File: src/rtl/cpu_mem_pkg.sv
// Shared types and constants for the CPU memory responder: FSM states,
// request kinds and default widths.
package cpu_mem_pkg;
   localparam int DEF_ADDR_W   = 16;
   localparam int DEF_DATA_W   = 16;
   localparam int MAX_READ_LAT = 7;
   localparam int LAT_W        = 3;

   typedef enum logic [2:0] {
      S_IDLE, S_RD_ISSUE, S_RD_WAIT, S_WR_SETUP, S_WR_STROBE, S_RESP
   } mem_state_t;

   typedef enum logic [1:0] {KIND_IFETCH, KIND_LOAD, KIND_STORE} req_kind_t;

   // A store wins over the fetch flag, which only qualifies reads.
   function automatic req_kind_t req_kind(input logic we, input logic ifetch);
      if (we)     return KIND_STORE;
      if (ifetch) return KIND_IFETCH;
      return KIND_LOAD;
   endfunction
endpackage

File: src/rtl/mem_lat_timer.sv
// Loadable 3-bit down-counter timing the RAM read latency; done flags the
// decrement that brings the count to zero.
module mem_lat_timer
   import cpu_mem_pkg::*;
(
   input  logic             clk,
   input  logic             reset,
   input  logic             load,
   input  logic [LAT_W-1:0] load_val,
   input  logic             dec,
   output logic             done
);
   logic [LAT_W-1:0] count;

   always_ff @(posedge clk or posedge reset) begin
      if (reset)                 count <= '0;
      else if (load)             count <= load_val;
      else if (dec && count != 0) count <= count - 1'b1;
   end

   assign done = dec && (count == LAT_W'(1));
endmodule

File: src/rtl/cpu_mem_responder.sv
// Memory-side responder sequencing a single-port synchronous RAM for
// fetch/load/store requests. Optional MEM_ALIGN_CHECK_EN rejects odd addresses.
module cpu_mem_responder
   import cpu_mem_pkg::*;
#(
   parameter int ADDR_W   = DEF_ADDR_W,
   parameter int DATA_W   = DEF_DATA_W,
   parameter int READ_LAT = 1
) (
   input  logic              clk,
   input  logic              reset,
   input  logic              req_valid,
   output logic              req_ready,
   input  logic              req_we,
   input  logic              req_ifetch,
   input  logic [ADDR_W-1:0] req_addr,
   input  logic [DATA_W-1:0] req_wdata,
   output logic              rsp_valid,
   output logic              rsp_write,
   output logic              rsp_ifetch,
   output logic [DATA_W-1:0] rsp_rdata,
   output logic              rsp_err,
   output logic              busy,
   output logic [ADDR_W-2:0] mem_addr,
   output logic              mem_rd,
   output logic              mem_wr,
   output logic [DATA_W-1:0] mem_wdata,
   input  logic [DATA_W-1:0] mem_rdata
);
   localparam logic [LAT_W-1:0] LAT = LAT_W'(READ_LAT);

   mem_state_t        state;
   req_kind_t         kind;
   logic [ADDR_W-2:0] addr_q;
   logic [DATA_W-1:0] wdata_q, rdata_q;
   logic              err_q, misalign, t_done;

`ifdef MEM_ALIGN_CHECK_EN
   assign misalign = req_addr[0];
`else
   logic unused_addr_lsb;
   assign misalign        = 1'b0;
   assign unused_addr_lsb = req_addr[0];
`endif

   mem_lat_timer u_timer (
      .clk      (clk),
      .reset    (reset),
      .load     (state == S_RD_ISSUE),
      .load_val (LAT),
      .dec      (state == S_RD_WAIT),
      .done     (t_done)
   );

   always_ff @(posedge clk or posedge reset) begin
      if (reset) begin
         state     <= S_IDLE;
         kind      <= KIND_LOAD;
         addr_q    <= '0;
         wdata_q   <= '0;
         rdata_q   <= '0;
         err_q     <= 1'b0;
         mem_rd    <= 1'b0;
         mem_wr    <= 1'b0;
         rsp_valid <= 1'b0;
      end else begin
         mem_rd    <= 1'b0;
         mem_wr    <= 1'b0;
         rsp_valid <= 1'b0;
         case (state)
            S_IDLE: if (req_valid) begin
               kind  <= req_kind(req_we, req_ifetch);
               err_q <= misalign;
               if (misalign) begin
                  state     <= S_RESP;
                  rsp_valid <= 1'b1;
               end else begin
                  // RAM address/data only move on a real access, so they hold otherwise.
                  addr_q <= req_addr[ADDR_W-1:1];
                  if (req_we) begin
                     wdata_q <= req_wdata;
                     state   <= S_WR_SETUP;
                  end else begin
                     mem_rd <= 1'b1;
                     state  <= S_RD_ISSUE;
                  end
               end
            end
            S_RD_ISSUE: state <= S_RD_WAIT;
            S_RD_WAIT: if (t_done) begin
               rdata_q   <= mem_rdata;
               rsp_valid <= 1'b1;
               state     <= S_RESP;
            end
            S_WR_SETUP: begin
               mem_wr <= 1'b1;
               state  <= S_WR_STROBE;
            end
            S_WR_STROBE: begin
               rsp_valid <= 1'b1;
               state     <= S_RESP;
            end
            default: state <= S_IDLE;
         endcase
      end
   end

   assign req_ready  = (state == S_IDLE) && !reset;
   assign busy       = (state != S_IDLE);
   assign rsp_write  = (kind == KIND_STORE);
   assign rsp_ifetch = (kind == KIND_IFETCH);
   assign rsp_err    = err_q;
   assign rsp_rdata  = (rsp_write || err_q) ? '0 : rdata_q;
   assign mem_addr   = addr_q;
   assign mem_wdata  = wdata_q;
endmodule

File: config.mk
export PLATFORM = sky130hd
export DESIGN_NAME = cpu_mem_responder
export DESIGN_NICKNAME = d
export VERILOG_FILES = /design/src/rtl/cpu_mem_pkg.sv /design/src/rtl/mem_lat_timer.sv /design/src/rtl/cpu_mem_responder.sv
export SDC_FILE = /design/constraint.sdc
export NUM_CORES = 1
export LEC_CHECK = 0
export CAP_MARGIN = 15
export CORE_MARGIN = 5
export CORE_UTILIZATION = 45
export CTS_CLUSTER_SIZE = 10
export DETAILED_ROUTE_END_ITERATION = 7
export PLACE_DENSITY = 0.88
export SYNTH_ARGS = -nofsm -noshare
export SYNTH_HDL_FRONTEND = slang
export SYNTH_SLANG_ARGS = --single-unit
File: constraint.sdc
create_clock -name clk -period 4.2 [get_ports clk]
set_clock_uncertainty 0.15 [all_clocks]
set_input_delay 0.63 -clock clk [delete_from_list [all_inputs] [get_ports clk]]
set_output_delay 0.63 -clock clk [all_outputs]
set_load 0.005 [all_outputs]
==> results.yml <==
sta:
  timing.setup.tns_ps: 0
  post-route-period-util: 0.6538
  slew_headroom: 0.3927
  setup_violations: 0
  rsz0062_at_grt: "false"
  fin_crit_ps: 2746
  tightest_slew_ps: 911.0
  hold_viol_final: 0
  finalHoldWorstSlack_ps: 347.2
  drv_slew: 0
  max_freq_mhz: 364.2
finish:
  drive_gt1_frac: 0.2483
  layout.nets: 345
  num-fill-cells: 376
  areaGrowthSynthToFinish_pct: 50.53
  diodes: 0
status:
  outcome: "completed"
grt:
  grt_max_degree: 45
  grt_usage: 0.1622
  antenna_found_initial: 0
  grt_pass1_wl_um: 9287
  grt_overflow: 0
  grt_pass1_vias: 1886
pwr:
  p_leak_nw: 1.672
  vdd_drop_max_uv: 360.7
  power.total_w: 0.002942
  powerDensity_nw_per_um2: 758.4
clock_tree:
  clk_pin_slew_worst_paths_ps: 60
  postCtsHoldBufs: 0
  cts.sinks: 58
  insertion_delay_ps: 320
  cts_buffers: 9
  cts_buffer_depth: 2
  cts_setup_buffers: 0
  post_cts_resized: 0
  htreeDepth: 3
  cts_root_buf: "clkbuf_8"
  cts_tree: "done"
synthesis:
  synth_cell_types: 35
  synthCells: 179
  synth_edf_count: 0
  ys_ff_latch: 58
  synth_warnings: 0
  yosysTopAreaCell: "dfrtp_1"
  ys_seq_area_frac: 0.5636
  async_reset_ff_frac: 1.000
  yosys-top-cells-area: "dfrtp_1 (55%), mux2_2 (13%), mux2_4 (11%)"
  synth_top_area_frac: 0.5534
  syn_nets: 235
  ys.flop_type: "dfrtp_1"
  syn_area_um2: 2577
  syn_area_per_cell_um2: 14.40
detailed_routing:
  drc: 0
  wire_per_inst_um: 15.53
  wl_met3_um: 402
  route.detailed.vias_per_inst: 4.811
  vias: 1761
  drt_wl_total_um: 5684
  drt-initial-drc-count: 59
  wl_met2_um: 2777
  antenna_left: 0
  top_layer: "met4"
  met1Wirelength_um: 2430
  dr.pass1.iters: 4
worst_setup_path:
  crit_fanout: 17
  crit_path_end_kind: "output port"
  worstPathRequired_ps: 3420
  critical_path_arrival_ps: 1970
  path_buf_inv: 1
  crit_type: "reg -> out"
  slowest_stage: "dfstp_2"
  cp_top_family: "simple AND/OR/NAND/NOR gates"
  crit_path_max_incr_delay_ps: 530
  start_kind: "register"
  path_cells: "nand2b_1 > and2_1 > clkdlybuf4s50_1"
die:
  num_rows: 27
  fp.dieArea_um2: 7341
  fp.dieH_um: 85.68
  die_w_um: 85.68
  num_io_pins: 108
  core_um2: 5540
  initial_core_util: 0.4652
placed_design:
  dp_hpwl_um: 4257
  place_congestion: 0.7141
  io_buffers: 105
run:
  maxCapViolCount: 0
hold_path:
  hold_class: "reg -> reg"
==> registers in the layout, indices dropped and copies added (netlist names) <==
register and count:
mem_addr 15, rdata_q 16, kind 2, rsp_valid 1, state 3, u_timer.count 3, mem_rd 1, mem_wr 1
mem_wdata 16
==> final cells by class <==
cell class | instances | area [um2] | share of cell area
Clock inverter | 5 | 77.57 | 0.01999
Inverter | 7 | 26.28 | 0.006772
Clock buffer | 11 | 141.4 | 0.03644
Multi-Input combinational cell | 106 | 1026 | 0.2644
Timing Repair Buffer | 107 | 1066 | 0.2747
Tap cell | 72 | 90.09 | 0.02322
Sequential cell | 58 | 1453 | 0.3744
==> cells in the mapped netlist (2+ instances only) <==
master	instances
dfrtp_1	57
mux2_2	29
mux2_4	19
and2_1	18
inv_1	6
nor2_1	6
a21oi_1	4
ha_1	3
nand2b_1	3
nand3_1	3
a21o_1	2
buf_6	2
buf_8	2
clkbuf_1	2
nand2_1	2
nor2b_1	2
==> per-stage QoR <==
step	std cells	setup WS, ps	instance area [um2]	utilization
2_1_floorplan	179	1994	2577	-
3_3_place_gp	350	1605	3661	0.6608
3_5_place_dp	350	1599	3661	0.6608
4_1_cts	366	1414	3880	0.7003
5_1_grt	366	1332	3880	0.7003
6_report	366	1454	3880	0.7003
==> worst paths after layout <==
check,from,end,slack (ps),cells past startpoint
min in group asynchronous,reset,mem_wdata[10],700,2
hold / removal,rdata_q[7],rdata_q[7],350,1
max in group asynchronous,reset,mem_addr[8],2520,3
setup / recovery,kind[0],rsp_rdata[14],1450,3
setup reg to reg,state[0],mem_addr[13],1880,3
hold reg to reg,rdata_q[7],rdata_q[7],350,1
==> power breakdown <==
part	internal, W	switching (W)
combinational	0.000933	0.000432
clock	0.000348	0.000212
sequential	0.000838	0.000180
==> cells by family (layout without fill, tap and decap cells) <==
family                   Yosys count  after routing  share of synthesized area
AO/OA/AOI/OAI                     14             14                    0.03884
adder cells (fa/ha/maj)            3              3                    0.01456
buffers and inverters             15            130                    0.03835
flip-flops                        58             58                     0.5636
multiplexers                      48             48                     0.2374
other                              1              1                   0.001455
AND/OR/NAND/NOR                   40             40                     0.1058
==> metal layers <==
layer,global-route usage,vias to the layer above
met5,0,-
met4,0.06043,0
met3,0.04707,7
met2,0.2719,67
met1,0.1983,857
li1,-,830
==> worst register-to-register path: stages, from the launching register on <==
cell and delay [ps]:
dfrtp_1 550, nor3_2 320, and2_1 770, mux2_2 420
==> cell usage in the layout (no fill, tap or decap), types with 2 or more instances in the layout <==
cell / instances
mux2_4: 19
a21o_1: 2
clkinv_2: 2
inv_2: 2
mux2_2: 29
clkbuf_8: 10
a21oi_1: 4
nor2b_1: 2
nand3_1: 3
bufinv_16: 2
clkdlybuf4s50_1: 105
inv_1: 5
nand2b_1: 3
dfrtp_1: 57
buf_4: 2
nor2_1: 6
ha_1: 3
and2_1: 18
nand2_1: 2
(Power assumes the default switching activity.)
